<file path="config.mk">
export PLATFORM = sky130hd
export DESIGN_NAME = spi_txn_scheduler
export DESIGN_NICKNAME = d
export VERILOG_FILES = /design/src/rtl/spi_txn_scheduler_pkg.sv /design/src/rtl/spi_txn_scheduler_rr_arbiter.sv /design/src/rtl/spi_txn_scheduler.sv
export SDC_FILE = /design/constraint.sdc
export NUM_CORES = 1
export LEC_CHECK = 0
export CORE_AREA = 3 3 81 83
export CTS_CLUSTER_DIAMETER = 60
export DETAILED_ROUTE_END_ITERATION = 16
export DIE_AREA = 0 0 84 86
export GPL_TIMING_DRIVEN = 0
export PLACE_DENSITY_LB_ADDON = 0.15
export RECOVER_POWER = 100
export SLEW_MARGIN = 20
export SYNTH_ARGS = -nofsm -noshare
export SYNTH_HDL_FRONTEND = slang
export SYNTH_SLANG_ARGS = --single-unit
</file>
<file path="constraint.sdc">
create_clock -name clk -period 6.6 [get_ports clk]
set_input_delay 1.32 -clock clk [delete_from_list [all_inputs] [get_ports clk]]
set_output_delay 1.32 -clock clk [all_outputs]
set_load 0.05 [all_outputs]
</file>
<file path="src/rtl/spi_txn_scheduler_pkg.sv">
// Shared types and constants for the SPI transaction scheduler.
package spi_txn_scheduler_pkg;

    localparam int unsigned SLAVE_W = 2;
    localparam int unsigned MODE_W  = 2;
    localparam int unsigned RW_W    = 2;
    localparam int unsigned DATA_W  = 8;

    // Sequencer states
    typedef enum logic [2:0] {
        ST_IDLE    = 3'd0,
        ST_SETUP   = 3'd1,
        ST_XFER    = 3'd2,
        ST_CAPTURE = 3'd3,
        ST_RESP    = 3'd4
    } state_e;

    // SPI modes as {CPOL,CPHA}
    localparam logic [MODE_W-1:0] MODE0 = 2'b00;
    localparam logic [MODE_W-1:0] MODE1 = 2'b01;
    localparam logic [MODE_W-1:0] MODE2 = 2'b10;
    localparam logic [MODE_W-1:0] MODE3 = 2'b11;

    // Read/write enables as {master write, master read}
    localparam logic [RW_W-1:0] RW_NONE  = 2'b00;
    localparam logic [RW_W-1:0] RW_READ  = 2'b01;
    localparam logic [RW_W-1:0] RW_WRITE = 2'b10;
    localparam logic [RW_W-1:0] RW_BOTH  = 2'b11;

    localparam logic [SLAVE_W-1:0] MAX_SLAVE = 2'd2;

    // Configuration of one SPI transfer as driven onto the SPI system
    typedef struct packed {
        logic [SLAVE_W-1:0] slave;
        logic [MODE_W-1:0]  mode;
        logic [RW_W-1:0]    rw;
        logic [DATA_W-1:0]  wdata;
    } spi_cfg_t;

    function automatic int unsigned max_u(input int unsigned a, input int unsigned b);
        return (a > b) ? a : b;
    endfunction

endpackage

</file>
<file path="src/rtl/spi_txn_scheduler_rr_arbiter.sv">
// Round-robin arbiter: grants the first requester at or after the pointer.
module rr_arbiter #(
    parameter int unsigned NUM_REQ = 3,
    parameter int unsigned IDX_W   = 2
) (
    input  logic [NUM_REQ-1:0] i_req,
    input  logic [IDX_W-1:0]   i_ptr,
    output logic [NUM_REQ-1:0] o_grant_c,
    output logic [IDX_W-1:0]   o_idx_c,
    output logic               o_any_c
);

    // Cyclic search starting at i_ptr, first hit wins
    always_comb begin
        int unsigned w_pos;
        logic        w_found;
        o_grant_c = '0;
        o_idx_c   = '0;
        w_found   = 1'b0;
        w_pos     = 0;
        for (int unsigned i = 0; i < NUM_REQ; i++) begin
            w_pos = 32'(i_ptr) + i;
            if (w_pos >= NUM_REQ) begin
                w_pos = w_pos - NUM_REQ;
            end
            if (!w_found && i_req[w_pos[IDX_W-1:0]]) begin
                w_found                       = 1'b1;
                o_grant_c[w_pos[IDX_W-1:0]] = 1'b1;
                o_idx_c                       = w_pos[IDX_W-1:0];
            end
        end
        o_any_c = w_found;
    end

endmodule

</file>
<file path="src/rtl/spi_txn_scheduler.sv">
// Shares the SPI system between requesters and sequences setup/transfer/capture/response.
module spi_txn_scheduler
    import spi_txn_scheduler_pkg::*;
#(
    parameter int unsigned NUM_REQ      = 3,
    parameter int unsigned SETUP_CYCLES = 2,
    parameter int unsigned XFER_CYCLES  = 80
) (
    input  logic                       clk,
    input  logic                       rst,
    input  logic [NUM_REQ-1:0]         req_valid,
    output logic [NUM_REQ-1:0]         req_ready,
    input  logic [2*NUM_REQ-1:0]       req_slave,
    input  logic [2*NUM_REQ-1:0]       req_mode,
    input  logic [2*NUM_REQ-1:0]       req_rw,
    input  logic [8*NUM_REQ-1:0]       req_wdata,
    output logic                       rsp_valid,
    input  logic                       rsp_ready,
    output logic [$clog2(NUM_REQ)-1:0] rsp_id,
    output logic [7:0]                 rsp_rdata,
    output logic                       rsp_err,
    output logic                       spi_enable,
    output logic [1:0]                 spi_mode_select,
    output logic [1:0]                 spi_slave_select,
    output logic [1:0]                 spi_read_write_enable,
    output logic [7:0]                 spi_m2s_data,
    input  logic [7:0]                 spi_master_rdata
);

    localparam int unsigned IDX_W = $clog2(NUM_REQ);
    localparam int unsigned CNT_W = $clog2(max_u(SETUP_CYCLES, XFER_CYCLES) + 1);

    state_e              r_state;
    logic [CNT_W-1:0]    r_cnt;
    logic [IDX_W-1:0]    r_rr_ptr;
    logic [NUM_REQ-1:0]  r_req_ready;
    spi_cfg_t            r_cfg;
    logic                r_rsp_valid;
    logic [IDX_W-1:0]    r_rsp_id;
    logic [DATA_W-1:0]   r_rsp_rdata;
    logic                r_rsp_err;
    logic                r_spi_enable;

    state_e              w_state_nxt;
    logic [CNT_W-1:0]    w_cnt_nxt;
    logic [IDX_W-1:0]    w_rr_ptr_nxt;
    logic [NUM_REQ-1:0]  w_req_ready_nxt;
    spi_cfg_t            w_cfg_nxt;
    logic                w_rsp_valid_nxt;
    logic [IDX_W-1:0]    w_rsp_id_nxt;
    logic [DATA_W-1:0]   w_rsp_rdata_nxt;
    logic                w_rsp_err_nxt;
    logic                w_spi_enable_nxt;

    logic [NUM_REQ-1:0]  w_grant;
    logic [IDX_W-1:0]    w_grant_idx;
    logic                w_grant_any;
    spi_cfg_t            w_sel_cfg;
    logic                w_legal;

    rr_arbiter #(
        .NUM_REQ (NUM_REQ),
        .IDX_W   (IDX_W)
    ) u_arb (
        .i_req     (req_valid),
        .i_ptr     (r_rr_ptr),
        .o_grant_c (w_grant),
        .o_idx_c   (w_grant_idx),
        .o_any_c   (w_grant_any)
    );

    // Pick the granted requester's configuration fields
    always_comb begin
        w_sel_cfg = '0;
        for (int unsigned i = 0; i < NUM_REQ; i++) begin
            if (w_grant[i]) begin
                w_sel_cfg.slave = req_slave[2*i +: 2];
                w_sel_cfg.mode  = req_mode[2*i +: 2];
                w_sel_cfg.rw    = req_rw[2*i +: 2];
                w_sel_cfg.wdata = req_wdata[8*i +: 8];
            end
        end
    end

    // Legality is judged on the latched copy so no input reaches the FSM decision directly
    assign w_legal = (r_cfg.slave <= MAX_SLAVE) && (r_cfg.rw != RW_NONE);

    // Next-state and next-output logic
    always_comb begin
        w_state_nxt      = r_state;
        w_cnt_nxt        = r_cnt;
        w_rr_ptr_nxt     = r_rr_ptr;
        w_req_ready_nxt  = '0;
        w_cfg_nxt        = r_cfg;
        w_rsp_id_nxt     = r_rsp_id;
        w_rsp_rdata_nxt  = r_rsp_rdata;
        w_rsp_err_nxt    = r_rsp_err;
        w_rsp_valid_nxt  = 1'b0;
        w_spi_enable_nxt = 1'b0;

        case (r_state)
            ST_IDLE: begin
                if (r_req_ready != '0) begin
                    // Acceptance cycle: grant is visible, configuration already latched
                    if (w_legal) begin
                        w_state_nxt = ST_SETUP;
                        w_cnt_nxt   = CNT_W'(SETUP_CYCLES - 1);
                    end else begin
                        w_state_nxt     = ST_RESP;
                        w_rsp_err_nxt   = 1'b1;
                        w_rsp_rdata_nxt = '0;
                    end
                end else if (w_grant_any) begin
                    w_req_ready_nxt = w_grant;
                    w_cfg_nxt       = w_sel_cfg;
                    w_rsp_id_nxt    = w_grant_idx;
                    if (w_grant_idx == IDX_W'(NUM_REQ - 1)) begin
                        w_rr_ptr_nxt = '0;
                    end else begin
                        w_rr_ptr_nxt = w_grant_idx + IDX_W'(1);
                    end
                end
            end
            ST_SETUP: begin
                if (r_cnt == '0) begin
                    w_state_nxt = ST_XFER;
                    w_cnt_nxt   = CNT_W'(XFER_CYCLES - 1);
                end else begin
                    w_cnt_nxt = r_cnt - CNT_W'(1);
                end
            end
            ST_XFER: begin
                if (r_cnt == '0) begin
                    w_state_nxt = ST_CAPTURE;
                end else begin
                    w_cnt_nxt = r_cnt - CNT_W'(1);
                end
            end
            ST_CAPTURE: begin
                w_rsp_rdata_nxt = spi_master_rdata;
                w_rsp_err_nxt   = 1'b0;
                w_state_nxt     = ST_RESP;
            end
            ST_RESP: begin
                if (rsp_ready) begin
                    w_state_nxt = ST_IDLE;
                end
            end
            default: begin
                w_state_nxt = ST_IDLE;
            end
        endcase

        // Registered strobes track the state being entered
        w_spi_enable_nxt = (w_state_nxt == ST_XFER);
        w_rsp_valid_nxt  = (w_state_nxt == ST_RESP);
    end

    // State and output registers
    always_ff @(posedge clk) begin
        if (rst) begin
            r_state      <= ST_IDLE;
            r_cnt        <= '0;
            r_rr_ptr     <= '0;
            r_req_ready  <= '0;
            r_cfg        <= '0;
            r_rsp_valid  <= 1'b0;
            r_rsp_id     <= '0;
            r_rsp_rdata  <= '0;
            r_rsp_err    <= 1'b0;
            r_spi_enable <= 1'b0;
        end else begin
            r_state      <= w_state_nxt;
            r_cnt        <= w_cnt_nxt;
            r_rr_ptr     <= w_rr_ptr_nxt;
            r_req_ready  <= w_req_ready_nxt;
            r_cfg        <= w_cfg_nxt;
            r_rsp_valid  <= w_rsp_valid_nxt;
            r_rsp_id     <= w_rsp_id_nxt;
            r_rsp_rdata  <= w_rsp_rdata_nxt;
            r_rsp_err    <= w_rsp_err_nxt;
            r_spi_enable <= w_spi_enable_nxt;
        end
    end

    assign req_ready             = r_req_ready;
    assign rsp_valid             = r_rsp_valid;
    assign rsp_id                = r_rsp_id;
    assign rsp_rdata             = r_rsp_rdata;
    assign rsp_err               = r_rsp_err;
    assign spi_enable            = r_spi_enable;
    assign spi_mode_select       = r_cfg.mode;
    assign spi_slave_select      = r_cfg.slave;
    assign spi_read_write_enable = r_cfg.rw;
    assign spi_m2s_data          = r_cfg.wdata;

endmodule

</file>
==> impl_metrics.env <==
export IMPL_end_kind="register"
export IMPL_fmax_mhz=289.8
export IMPL_yosys_area_top_type="dfxtp_1"
export IMPL_grt_overflow=0
export IMPL_async_flop_share_pct=0
export IMPL_antenna_found_initial=0
export IMPL_met2_length_um=3269
export IMPL_dp_slack_ps=3093
export IMPL_clock_sinks=42
export IMPL_yosys_warnings=0
export IMPL_finalWirelength_um=6578
export IMPL_vias_per_cell=5.394
export IMPL_arrival_ps=3620
export IMPL_slew_violations=0
export IMPL_ctsResizeCount=0
export IMPL_route_antenna_remaining_nets=0
export IMPL_rr_worst_depth=10
export IMPL_syn_to_final_growth_pct=43.59
export IMPL_post_cts_setup_buffer_count=0
export IMPL_status="completed"
export IMPL_synth_cell_types=50
export IMPL_clock_skew_ps=12.35
export IMPL_clock_root_buffer="clkbuf_8"
export IMPL_power_leakage_nw=1.267
export IMPL_grt_pass1_wl_um=10610
export IMPL_finalSetupTns_ps=0
export IMPL_setup_violations=0
export IMPL_fin_nets=439
export IMPL_clock_latency_ps=300
export IMPL_netlist_area_mm2=0.002313
export IMPL_clockBufferDepth=2
export IMPL_final_hold_violation_count=0
export IMPL_syn_inst=285
export IMPL_powerDensity_mw_per_mm2=473.1
export IMPL_syn_num_nets=347
export IMPL_placed_area_mm2=0.003258
export IMPL_final_common_cell="clkdlybuf4s50_1"
export IMPL_start_util_pct=39.07
export IMPL_critPathRequiredTime_ps=6770
export IMPL_synth_compound_area_share_pct=26.18
export IMPL_fin_crit_ps=3450
export IMPL_rsz0062_at_grt="no"
export IMPL_antennaDiodeCount=0
export IMPL_hpwl_um=4966
export IMPL_drtIter0Drc=91
export IMPL_tightest_slew_ps=645.5
export IMPL_synthSimpleGateAreaFrac_pct=25.80
export IMPL_n_fill_cell=584
export IMPL_chipHeight_um=86
export IMPL_drive_above_1_share_pct=6.366
export IMPL_regArea_um2=840.8
export IMPL_synth_top_family_by_area="compound AO/OA/AOI/OAI gates"
export IMPL_maxSlewHeadroom_pct=56.57
export IMPL_stdcell_area_mm2=0.003322
export IMPL_die_area_mm2=0.007224
export IMPL_synth_edf_count=0
export IMPL_synth_seq_cells=42
export IMPL_dr_max_layer_used="met4"
export IMPL_track_usage_pct=17.73
export IMPL_timing_worst_setup_path_type="primary input to register"
export IMPL_drv_cap=0
export IMPL_synth_adder_area_share_pct=3.245
export IMPL_synthTopCellsByArea="dfxtp_1 36%, nand2_1 6.3%, nand3_1 5.8%, o221ai_1 5.3%, a31oi_1 5.1%"
export IMPL_dr_pass1_iters=4
export IMPL_drt_met1_wl_um=2856
export IMPL_die_w_um=84
export IMPL_yosysSeqAreaShare_pct=36.34
export IMPL_rows=28
export IMPL_hold_buffers=0
export IMPL_core_area_mm2=0.005921
export IMPL_grt_max_degree=13
export IMPL_final_cell_mix="53 x clkdlybuf4s50_1, 42 x dfxtp_1, 39 x nand2_1"
export IMPL_hold_path_depth=2
export IMPL_port_buffers=85
export IMPL_synth_area_mux_share_pct=2.163
export IMPL_synth_xor_area_share_pct=0
export IMPL_cts_tree="built"
export IMPL_grt_pass1_vias=2335
export IMPL_synth_top_area_share_pct=36.34
export IMPL_post_drt_wl_per_cell_um=14.55
export IMPL_h_tree_depth=2
export IMPL_cp_max_fo=10
export IMPL_p_total_w=0.001571
export IMPL_final_util_pct=56.11
export IMPL_syn_area_per_cell_um2=8.117
export IMPL_fin_crit_sh_pct=52.28
export IMPL_place_gp_congestion=0.8419
export IMPL_met3_length_um=353
export IMPL_io_pins=86
export IMPL_clk_pin_slew_ps=70
export IMPL_worst_slack_ps=3150
export IMPL_drcViolationCount=0
export IMPL_num_vias=2438
export IMPL_ir_drop_uv=283.7
export IMPL_hold_class="register to register"
export IMPL_startpoint_type="primary input"
export IMPL_cts_made_buffers=5
export IMPL_ys_flop_type="dfxtp_1"
export IMPL_multi_input_area_mm2=0.001315
[cells in the mapped netlist (all sizes together), types with 2 or more instances]
cell and count:
inv 8, nor2 11, a211oi 3, nor2b 6
nand4 3, clkbuf 7, nand3 27, and3b 2
a2111oi 2, and2 2, o221ai 14, nand2 40
nor4bb 2, o21a 4, mux2i 5, nor4 3
a21oi 20, o211ai 2, a31oi 20, nand2b 4
o21ai 15, buf 13, and3 3, nor3 3
nand3b 4, dfxtp 42, ha 6
[power breakdown]
| group | internal [W] | leakage (nW) | total [W] | switching, W |
|---|---|---|---|---|
| registers | 0.000328 | 0.344 | 0.000366 | 0.0000384 |
| logic | 0.000375 | 0.879 | 0.00105 | 0.000671 |
| clock network | 0.0000711 | 0.0438 | 0.000159 | 0.0000878 |
[critical path: stages]
cell,delay (ps)
dlygate4sd3_1,660
and2_0,260
a2111oi_0,420
a31oi_1,120
o21a_1,250
clkbuf_1,280
o221ai_1,250
a31oi_1,60
[sequential cells by signal (all words and copies together) (netlist names)]
signal	flops
r_cnt	7
r_rr_ptr	2
r_state	3
req_ready	3
rsp_err	1
rsp_id	2
rsp_rdata	8
rsp_valid	1
spi_enable	1
spi_m2s_data	8
spi_mode_select	2
spi_read_write_enable	2
spi_slave_select	2
[cells by family after synthesis]
| logic type | after synthesis |
|---|---|
| AO/OA/AOI/OAI | 88 |
| AND/OR/NAND/NOR | 115 |
| multiplexers | 5 |
| adder cells (fa/ha/maj) | 6 |
| flip-flops | 42 |
| buffers and inverters | 29 |
[metal layers]
layer  vias to the layer above  track usage, %
li1                       1245               -
met1                      1116           21.10
met2                        70           31.24
met3                         7           4.611
met4                         0           5.702
met5                         -               0
[area by class of cell]
class,instances,area share [%]
clock inverters,2,0.3013
flip-flops and latches,42,25.31
well taps,75,2.825
plain buffers,20,3.277
clock buffers,5,2.072
inverters,9,1.017
multi-input cells,214,39.59
repair buffers,85,25.61
[per-stage QoR]
stage          instances  hold WS, ps
2_1_floorplan        285        464.5
5_1_grt              452        488.1
6_report             452        465.1
3_5_place_dp         445        461.3
3_3_place_gp         445        447.4
4_1_cts              452        472.4
[worst paths after layout]
check	startpoint	end	slack, ps
min	rsp_rdata[7]	rsp_rdata[7]	470
max	req_valid[2]	spi_slave_select[0]	3150
min reg2reg	rsp_rdata[7]	rsp_rdata[7]	470
max reg2reg	r_rr_ptr[1]	spi_slave_select[0]	4040
Note: power is estimated with default switching activity, not from simulation.
